$ cat src/rtl/stream_mux2.sv
`default_nettype none
// ============================================================================
// Module      : stream_mux2
// Description : 2-to-1 valid/ready byte-stream merger with packet locking.
//               Two producer streams are arbitrated onto one registered
//               output stream. Packets (byte runs ending with a last flag)
//               are never interleaved. When both producers are waiting at a
//               packet boundary they are served round robin.
//               Optional build macro FIXED_PRIO_EN: when defined, a tie at a
//               packet boundary always goes to channel 0, and the last-grant
//               pointer (and RESET_GRANT) drop out of the design.
// Ports       : clk, reset          - clock, synchronous active-high reset
//               Data_in_n/valid_n/last_n/ready_n (n=0,1) - producer streams
//               Data_out/valid_out/last_out/sel_out       - registered output
//               ready_out           - sink accepts the byte on Data_out
// Revision    : 1.0 - initial release
// ============================================================================
module stream_mux2 #(
    parameter int DATA_W      = 8,
    parameter bit RESET_GRANT = 1'b1
) (
    input  logic              clk,
    input  logic              reset,
    input  logic [DATA_W-1:0] Data_in_0,
    input  logic              valid_0,
    input  logic              last_0,
    output logic              ready_0,
    input  logic [DATA_W-1:0] Data_in_1,
    input  logic              valid_1,
    input  logic              last_1,
    output logic              ready_1,
    output logic [DATA_W-1:0] Data_out,
    output logic              valid_out,
    output logic              last_out,
    output logic              sel_out,
    input  logic              ready_out
);

    localparam logic [1:0] S_IDLE  = 2'd0;
    localparam logic [1:0] S_LOCK0 = 2'd1;
    localparam logic [1:0] S_LOCK1 = 2'd2;

    logic [1:0]        r_state;
    logic [1:0]        w_state_nxt;
    logic              w_slot_free;
    logic              w_gnt_vld;
    logic              w_gnt;
    logic              w_acc;
    logic              w_acc_last;
    logic [DATA_W-1:0] w_acc_data;

    logic [DATA_W-1:0] r_data;
    logic              r_valid;
    logic              r_last;
    logic              r_sel;

`ifndef FIXED_PRIO_EN
    logic              r_last_grant;
`endif

    // The output register can take a new byte when empty or draining this cycle.
    assign w_slot_free = !r_valid | ready_out;

    // ------------------------------------------------------------------
    // FSM: state register
    // ------------------------------------------------------------------
    always_ff @(posedge clk) begin
        if (reset) begin
            r_state <= S_IDLE;
        end else begin
            r_state <= w_state_nxt;
        end
    end

    // ------------------------------------------------------------------
    // FSM: next state. Any accepted non-last byte locks onto its channel
    // (entering or staying in LOCKn); an accepted last byte releases.
    // ------------------------------------------------------------------
    always_comb begin
        w_state_nxt = r_state;
        if (r_state == 2'd3) begin
            w_state_nxt = S_IDLE;
        end else if (w_acc) begin
            if (w_acc_last) begin
                w_state_nxt = S_IDLE;
            end else begin
                w_state_nxt = w_gnt ? S_LOCK1 : S_LOCK0;
            end
        end
    end

    // ------------------------------------------------------------------
    // FSM: outputs (grant decision)
    // ------------------------------------------------------------------
    always_comb begin
        w_gnt_vld = 1'b0;
        w_gnt     = 1'b0;
        case (r_state)
            S_LOCK0: begin
                w_gnt_vld = 1'b1;
                w_gnt     = 1'b0;
            end
            S_LOCK1: begin
                w_gnt_vld = 1'b1;
                w_gnt     = 1'b1;
            end
            default: begin
                if (valid_0 && valid_1) begin
                    w_gnt_vld = 1'b1;
`ifdef FIXED_PRIO_EN
                    w_gnt     = 1'b0;
`else
                    w_gnt     = ~r_last_grant;
`endif
                end else if (valid_0) begin
                    w_gnt_vld = 1'b1;
                    w_gnt     = 1'b0;
                end else if (valid_1) begin
                    w_gnt_vld = 1'b1;
                    w_gnt     = 1'b1;
                end
            end
        endcase
    end

    assign ready_0 = w_slot_free & w_gnt_vld & ~w_gnt;
    assign ready_1 = w_slot_free & w_gnt_vld &  w_gnt;

    assign w_acc      = w_gnt ? (valid_1 & ready_1) : (valid_0 & ready_0);
    assign w_acc_last = w_gnt ? last_1    : last_0;
    assign w_acc_data = w_gnt ? Data_in_1 : Data_in_0;

    // ------------------------------------------------------------------
    // Output register. Holds while stalled; valid falls when the slot
    // drains without a replacement byte.
    // ------------------------------------------------------------------
    always_ff @(posedge clk) begin
        if (reset) begin
            r_valid <= 1'b0;
            r_data  <= '0;
            r_last  <= 1'b0;
            r_sel   <= 1'b0;
        end else if (w_slot_free) begin
            r_valid <= w_acc;
            if (w_acc) begin
                r_data <= w_acc_data;
                r_last <= w_acc_last;
                r_sel  <= w_gnt;
            end
        end
    end

`ifndef FIXED_PRIO_EN
    // Round-robin pointer moves only at packet ends.
    always_ff @(posedge clk) begin
        if (reset) begin
            r_last_grant <= RESET_GRANT;
        end else if (w_acc && w_acc_last) begin
            r_last_grant <= w_gnt;
        end
    end
`endif

    assign Data_out  = r_data;
    assign valid_out = r_valid;
    assign last_out  = r_last;
    assign sel_out   = r_sel;

endmodule
`default_nettype wire

$ cat config.mk
export PLATFORM = sky130hd
export DESIGN_NAME = stream_mux2
export DESIGN_NICKNAME = d
export VERILOG_FILES = /design/src/rtl/stream_mux2.sv
export SDC_FILE = /design/constraint.sdc
export NUM_CORES = 1
export LEC_CHECK = 0
export BUFFER_PORTS_ARGS = -buffer_cell sky130_fd_sc_hd__buf_2
export CORE_MARGIN = 2
export CORE_UTILIZATION = 48
export CTS_CLUSTER_SIZE = 24
export DETAILED_ROUTE_END_ITERATION = 16
export PLACE_DENSITY_LB_ADDON = 0.12
export SLEW_MARGIN = 5
export SYNTH_ARGS = -nofsm -noshare
export SYNTH_HDL_FRONTEND = slang
export SYNTH_SLANG_ARGS = --single-unit
$ cat constraint.sdc
create_clock -name clk -period 2.5 [get_ports clk]
set_input_delay 0.125 -clock clk [delete_from_list [all_inputs] [get_ports clk]]
set_output_delay 0.125 -clock clk [all_outputs]
set_load 0.02 [all_outputs]
# Yosys cells after proc, flatten, opt, wreduce, memory -nomap -nowiden
# Index checks and enable logic that the tools add are counted.
dict set report classes {
  reduce_logical 6
  n_bitwise 8
  multipliers 0
  n_div 0
  order_cmp 0
  muxes 12
  n_shift 0
  n_addsub 0
  n_eq_ne 3
}
# op n
set ops {}
lappend ops {{$mux W1} 8}
lappend ops {{$mux W8} 1}
lappend ops {{$and A1 B1 Y1} 5}
lappend ops {{$eq A2 B2 Y1 const B} 2}
lappend ops {{$mux W2} 2}
lappend ops {{$reduce_or A2 Y1} 2}
lappend ops {{$eq A2 B1 Y1 const B} 1}
lappend ops {{$logic_and A1 B1 Y1} 2}
lappend ops {{$not A1 Y1} 2}
lappend ops {{$pmux W1 S2} 1}
lappend ops {{$reduce_and A2 Y1} 1}
lappend ops {{$logic_not A1 Y1} 1}
lappend ops {{$or A1 B1 Y1} 1}
dict set report word_totals {
  regBits 14
  latch_bits 0
  mem_bits_ro 0
  ram_bits 0
  inputBits 23
  memories 0
}

# Longest topological paths before layout
# Gate-level depths: netlist of run 1.
dict set report depth {
  depth_word 9
  ltp_mapped 7
  depth_no_buf 6
}

# Worst setup path before layout of run 1
# No wires, ideal clock.
dict set report synth_timing {
  kind {register -> register}
  startpoint {reg r_state[0]}
  endpoint {reg r_state[1]}
  required_ns 2.420
  slack_ns 0.909
  setup_ns 0.080
  stages_incl_launch_ff 7
  path_buffers 0
  arrival_ns 1.512
  path_cell_list {dfxtp_1 > inv_1 > ha_1 > nor2b_1 > a21oi_1 > or3_1 > a211oi_2}
}
dict set report synth_via {
  elab_chain_len 7
  word_cells_on_any_way 17
  cone_classes {eq/ne (3); mux (6); bitwise (6); reduce/logical (2)}
}
# item line
set synth_rtl {}
lappend synth_rtl {{start, declared} 43} ;# logic [1:0] r_state;
lappend synth_rtl {{start signal, assigned} 71} ;# r_state <= w_state_nxt;
lappend synth_rtl {{$eq A2 B2 Y1 / $eq A2 B1 Y1 (equally long branches)} 98} ;# case (r_state)
lappend synth_rtl {{$reduce_or A2 Y1 (no source line)} -}
lappend synth_rtl {{$mux W1} 98}
lappend synth_rtl {{$and A1 B1 Y1} {126, 127}}
lappend synth_rtl {{$and A1 B1 Y1 (on tied branches)} {126, 127}}
lappend synth_rtl {{$and A1 B1 Y1} 129} ;# assign w_acc = w_gnt ? (valid_1 & ready_1) : (valid_0 & ready_0);
lappend synth_rtl {{$mux W1} 129}
# Parallel ways exist; a longest one is shown, timed or not.
# A chain may end at the register's enable or synchronous reset.

# Worst setup path in the final report of run 1
dict set report layout_timing {
  startpoint {reg r_state[0]}
  endpoint {out ready_0}
}
dict set report layout_via {
  elab_chain_len 5
  word_cells_on_any_way 8
  cone_classes {eq/ne (2); mux (2); bitwise (3); reduce/logical (1)}
}
# item line
set layout_rtl {}
lappend layout_rtl {{$eq A2 B2 Y1 / $eq A2 B1 Y1 (equally long branches)} 98}
lappend layout_rtl {{$reduce_or A2 Y1 (no source line)} -}
lappend layout_rtl {{$mux W1} 98}
lappend layout_rtl {{$and A1 B1 Y1} 126} ;# assign ready_0 = w_slot_free & w_gnt_vld & ~w_gnt;
lappend layout_rtl {{$and A1 B1 Y1 *} 126}
lappend layout_rtl {{end, declared} 27} ;# output logic ready_0,
# Every way passes the cells marked *; elsewhere a longest branch is shown, timed or not.

==> impl_metrics.json, run 1 <==
{
  "peakVddDrop_mv": 0.340,
  "dp.final_hpwl_um": 1210,
  "timing.rr.start": "r_state[0]",
  "vias": 720,
  "grt_overflow": 0,
  "wirelength_um": 1660,
  "wire_per_inst_um": 12.2,
  "synth_edf_count": 0,
  "finalClockSkew_ns": 0.00607,
  "grt_max_degree": 15,
  "cts_tree": "done",
  "initial_utilization_pct": 51.0,
  "rsz0062_at_grt": "false",
  "hp-start": "Data_in_0[1]",
  "num-nets-final": 147,
  "worstSkewPairLatency_ns": 0.27,
  "synth_warnings": 0,
  "synth_area_leader_cell": "dfxtp_1",
  "yosysSeqAreaShare_pct": 36.5,
  "grt_pass1_vias": 664,
  "clk_pin_slew_ns": 0.08,
  "grt_pass1_wl_um": 2680,
  "syn-num-nets": 110,
  "holdWs_ns": 0.0916,
  "drt_iter0_markers": 11,
  "cp_slowest_cell": "a21o_1",
  "fin_tns_setup_ns": 0,
  "vias_per_cell": 5.29,
  "hold_class": "primary input to flip-flop",
  "ctsResizeCount": 0,
  "fin_cells": 136,
  "synth_area_sq_um": 768,
  "endpoint_kind": "primary output",
  "ios": 36,
  "relSlewSlack_pct": 67.5,
  "die_x_um": 44.0,
  "dieHeight_um": 44.0,
  "fmax_mhz": 486,
  "setup.worst_path.class": "flip-flop to primary output",
  "synth_area_leaders": "dfxtp_1 (36%), a211oi_2 (13%), nand2_1 (6.4%)",
  "p_leak_nw": 0.455,
  "holdPathStages": 3,
  "synth-async-reset-ratio_pct": 0,
  "syn_to_final_growth_pct": 24.3,
  "cts_num_sinks": 14,
  "required_ns": 2.38,
  "antenna_found_initial": 0,
  "ff2ff_path_depth": 7,
  "arrival_ns": 1.93,
  "diodes": 0,
  "path_depth": 6,
  "place_congestion": 0.712,
  "grt_usage_pct": 18.6,
  "clockBufferDepth": 2,
  "finalWorstSetupSlack_ns": 0.444,
  "crit_chain": "inv_1, ha_1, nor2b_1, a21o_1, nor2_1, buf_2",
  "finalMaxSlewViolations": 0,
  "crit_buf_inv": 2,
  "cts_hold_buf": 0,
  "cp_slowest_stage_delay_ns": 0.42,
  "cts_setup_buffers": 0,
  "setup_viol": 0,
  "hold_end": "Data_out[1]",
  "core_region_area_sq_um": 1510,
  "dpl_worst_slack_ns": 0.666,
  "powerDensity_nw_per_um2": 623,
  "synthTopCellsByCount": "dfxtp_1 (14), nand2_1 (13), nor2_1 (13), a211oi_2 (8), a21oi_1 (7)",
  "r2r_slack_ns": 0.64,
  "cp_top_family": "compound AO/OA/AOI/OAI gates",
  "numPortBuffers": 35,
  "r2r_end": "Data_out[0]",
  "synth_top_area_share_pct": 36.5,
  "final_area_sq_um": 955,
  "min_period_ns": 2.06,
  "syn_inst": 85,
  "ys_ff_latch": 14,
  "crit_fanout": 12,
  "antenna_left": 0,
  "dp_cells": 133,
  "place_area_sq_um": 932,
  "yosysMostFrequentCell": "dfxtp_1",
  "drive_above_1_share_pct": 48.3,
  "cts_root_buf": "clkbuf_4",
  "syn_area_per_cell_sq_um": 9.04,
  "outcome": "complete, no violations",
  "cts_buffers": 3,
  "ys_types": 25,
  "finalCritPeriodShare_pct": 82.2,
  "drt_first_pass_iters": 4,
  "worst_pin_slew_ns": 0.487,
  "hold_viol_final": 0,
  "drv_cap": 0,
  "startpoint_type": "flip-flop",
  "num_rows": 14,
  "synthFlopType": "dfxtp_1",
  "drc": 0,
  "die_area_sq_um": 1940,
  "htree_levels": 1
}
## layout by cell type (no fill, tap or decap), drive strengths merged, types with 2 or more instances in the layout
cell	n
buf	37
dfxtp	14
nor2	13
nand2	13
a21oi	12
a211oi	11
nand3	3
clkbuf	3
inv	2
ha	2
## power breakdown
part           switching [mW]  leakage, nW  internal [mW]
Combinational           0.127        0.325         0.0820
Sequential             0.0130        0.116          0.249
Clock                  0.0683       0.0138         0.0556
## per-layer routing
metal / vias to the layer above / track usage (%) / part of all wire (%)
li1: 372 / - / -
met1: 325 / 23.1 / 46
met2: 23 / 31.2 / 48
met3: 0 / 3.75 / 5.9
met4: 0 / 7.27 / 0
met5: - / 0 / 0
## cells by family after synthesis
logic type	after synthesis	share of synthesized area, %
DFF	14	36.5
buffers and inverters	7	7.00
and+or+nand+nor	32	17.4
muxes	1	1.95
adders and majority gates	2	3.26
AOI/OAI and AO/OA	29	33.9
## flip-flops by register name, indices dropped and copies added (netlist names)
| register | flops |
|---|---|
| last_out | 1 |
| valid_out | 1 |
| sel_out | 1 |
| Data_out | 8 |
| r_last_grant | 1 |
| r_state | 2 |
## tightest hold or removal path, delay by kind of cell
family | cells | cell delay (ns)
AOI/OAI and AO/OA | 1 | 0.05
buffers and inverters | 1 | 0.09
and+or+nand+nor | 1 | 0.04
## layout make-up
cell class              instances  area, sq um
multi-input cells              64          434
well taps                      16         20.0
repair buffers                 37          190
flip-flops and latches         14          280
clock buffers                   3         22.5
inverters                       2         7.51
fillers                       146          552
## how the worst max path moves through the flow
stage / slack, ns / from / end
after floorplan: 0.91 / r_state[0] / r_state[1]
final: 0.44 / r_state[0] / ready_0
after global routing: 0.35 / r_state[0] / ready_0
after detailed placement: 0.67 / r_state[0] / Data_out[0]
after CTS: 0.43 / r_state[0] / ready_0
after global placement: 0.70 / r_state[0] / Data_out[1]
## stage by stage
step / util, % / power (mW)
final: 63.4 / 0.595
after global routing: 63.4 / 0.631
after CTS: 63.4 / 0.600
after detailed placement: 61.9 / 0.478
after global placement: 61.9 / 0.473
after floorplan: - / 0.419
Note: power is estimated with default switching activity, not from simulation.
==> run 2, diff against run 1 <==
ABC_AREA = 1   (was not set)
CORE_UTILIZATION = 40   (was 48)
clock period = 1.8 ns   (was 2.5 ns; I/O delays follow)
==> run 2 against run 1 <==
Die area grew 19%. Cell count grew 37%. Sequential power grew 69%. Non-clock buffer count grew 6. Clock skew grew 0.0037 ns. Critical path type unchanged. Critical endpoint unchanged.
==> impl_metrics.json, run 2 <==
{
  "dieHeight_um": 48.0,
  "clockBufferDepth": 2,
  "final_cell_mix": "nand2_1 (34), buf_2 (34), nor2_1 (28)",
  "grt_pass1_vias": 704,
  "syn_inst": 117,
  "finalWorstSetupSlack_ns": 0.0901,
  "startpoint_type": "flip-flop",
  "yosysMostFrequentCell": "nand2_1",
  "yosysSeqAreaShare_pct": 36.1,
  "synth-xor-area-share_pct": 0,
  "worst_pin_slew_ns": 0.217,
  "multiInputGateArea_sq_um": 438,
  "cts_hold_buf": 0,
  "seqCellArea_sq_um": 282,
  "initial_utilization_pct": 43.5,
  "synth_top_area_share_pct": 36.1,
  "drive_above_1_share_pct": 35.4,
  "synthFlopType": "dfxtp_1",
  "arrival_ns": 1.62,
  "min_period_ns": 1.71,
  "power.share.switching_pct": 41.8,
  "diodes": 0,
  "largest_reg_flops": 8,
  "grt_overflow": 0,
  "sequentialPowerShare_pct": 31.6,
  "finalCritPeriodShare_pct": 95.0,
  "crit_fanout": 5,
  "synth_area_leaders": "dfxtp_1 (36%), nand2_1 (16%), nor2_1 (14%)",
  "internal_power_mw": 0.815,
  "synth-compound-area-share_pct": 14.5,
  "drt_first_pass_iters": 4,
  "endpoint_kind": "primary output",
  "cp_slowest_cell": "dfxtp_2",
  "synth_top_family_by_area": "simple AND/OR/NAND/NOR gates",
  "crit_chain": "inv_1, ha_4, nand2_1, inv_2, nand2_1, nand2_1, buf_4, nor2_4, buf_6",
  "vias": 848,
  "finalClockSkew_ns": 0.00980,
  "synthTopCellsByCount": "nand2_1 (34), nor2_1 (29), dfxtp_1 (14), inv_1 (11), o21bai_1 (8)",
  "dp.final_hpwl_um": 1360,
  "antenna_found_initial": 0,
  "place_congestion": 0.734,
  "hold_viol_final": 0,
  "syn_area_per_cell_sq_um": 6.63,
  "required_ns": 1.71,
  "cts_tree": "done",
  "hold_class": "primary input to flip-flop",
  "cts_root_buf": "clkbuf_4",
  "powerDensity_nw_per_um2": 1300,
  "synth-simple-area-share_pct": 36.1,
  "wirelength_um": 1860,
  "fmax_mhz": 585,
  "setup.worst_path.class": "flip-flop to primary output",
  "antenna_left": 0,
  "num-nets-final": 187,
  "grt_usage_pct": 18.0,
  "synth_mux_area_share_pct": 0,
  "die_area_sq_um": 2310,
  "holdWs_ns": 0.0721,
  "relSlewSlack_pct": 85.5,
  "cp_slowest_stage_delay_ns": 0.35,
  "grt_max_degree": 19,
  "setup_viol": 0,
  "numPortBuffers": 35,
  "p_sw_mw": 0.584,
  "syn-num-nets": 142,
  "syn_to_final_growth_pct": 38.9,
  "clk_pin_slew_ns": 0.09,
  "synth_area_leader_cell": "dfxtp_1",
  "synth-async-reset-ratio_pct": 0,
  "drc": 0,
  "drt_iter0_markers": 12,
  "ys_ff_latch": 14,
  "synth_warnings": 0,
  "synth_adder_area_share_pct": 3.23,
  "synth_area_sq_um": 776,
  "cts_num_sinks": 14,
  "worstSkewPairLatency_ns": 0.28,
  "core_region_area_sq_um": 1780,
  "power_frac_comb_pct": 52.2,
  "num_rows": 15,
  "wire_per_inst_um": 10.0,
  "grt_pass1_wl_um": 2840,
  "outcome": "complete, no violations",
  "rsz0062_at_grt": "false",
  "fill_cells": 196,
  "die_x_um": 48.0,
  "ios": 36,
  "vias_per_cell": 4.56,
  "htree_levels": 1,
  "cts_buffers": 3,
  "peakVddDrop_mv": 0.744,
  "dpl_worst_slack_ns": -0.0100,
  "drv_cap": 0,
  "finalMaxSlewViolations": 0,
  "cp_common_cell": "nand2_1",
  "ys_types": 18,
  "p_leak_nw": 0.639,
  "pwr-share-clk_pct": 16.1,
  "synth_edf_count": 0
}
run 2: cells by family after synthesis:
family / Yosys count
flops: 14
compound gates: 15
buf+inv: 16
simple gates: 70
fa+ha+maj: 2
run 2: cell type report:
cell class                      count  share of cell area (%)
Timing Repair Buffer               43                    22.4
Inverter                           13                    4.53
Tap cell                           25                    2.90
Sequential cell                    14                    26.1
Multi-Input combinational cell     87                    40.7
Clock buffer                        4                    3.37
run 2: power groups by stage:
stage	clock (mW)	combinational [mW]	sequential, mW
6_report	0.226	0.731	0.442
2_1_floorplan	0	0.386	0.521
3_5_place_dp	0	0.633	0.444
3_3_place_gp	0	0.626	0.444
5_1_grt	0.242	0.813	0.454
4_1_cts	0.232	0.664	0.442
run 2: path summary, 6_finish.rpt:
check                                start            to  slack, ns  depth (start not counted)
worst max-delay path            r_state[0]       ready_0       0.09                          9
worst min-delay path                last_1  r_last_grant       0.07                          3
worst max register to register  r_state[0]    r_state[0]       0.16                         10
worst min register to register     sel_out       sel_out       0.48                          2
run 2: what timing repair did:
action / in CTS / in global routing
endpoints found under the setup margin: 10 / 11
pin swaps: 1 / 1
resized for setup: 4 / 2
setup buffers: 0 / 5
run 2: metrics by stage:
step	utilization, %	setup TNS, ns	instance area [sq um]	cells	power, mW
floorplan	-	0	776	117	0.908
global placement	54.7	0	976	177	1.07
detailed placement	54.7	-0.0192	976	177	1.08
CTS	57.8	0	1030	181	1.34
global route	60.4	0	1080	186	1.51
finish	60.4	0	1080	186	1.40
run 2: critical path, delay by kind of cell, from the launching register on:
family        cells  cell delay, ns
buf+inv           4            0.41
fa+ha+maj         1            0.25
flops             1            0.35
simple gates      4            0.34
run 2: metal layers:
metal | track usage [%] | share of wire [%]
met1 | 21.4 | 45
met3 | 5.28 | 5.7
met2 | 30.7 | 48
met4 | 6.49 | 0.64
met5 | 0 | 0
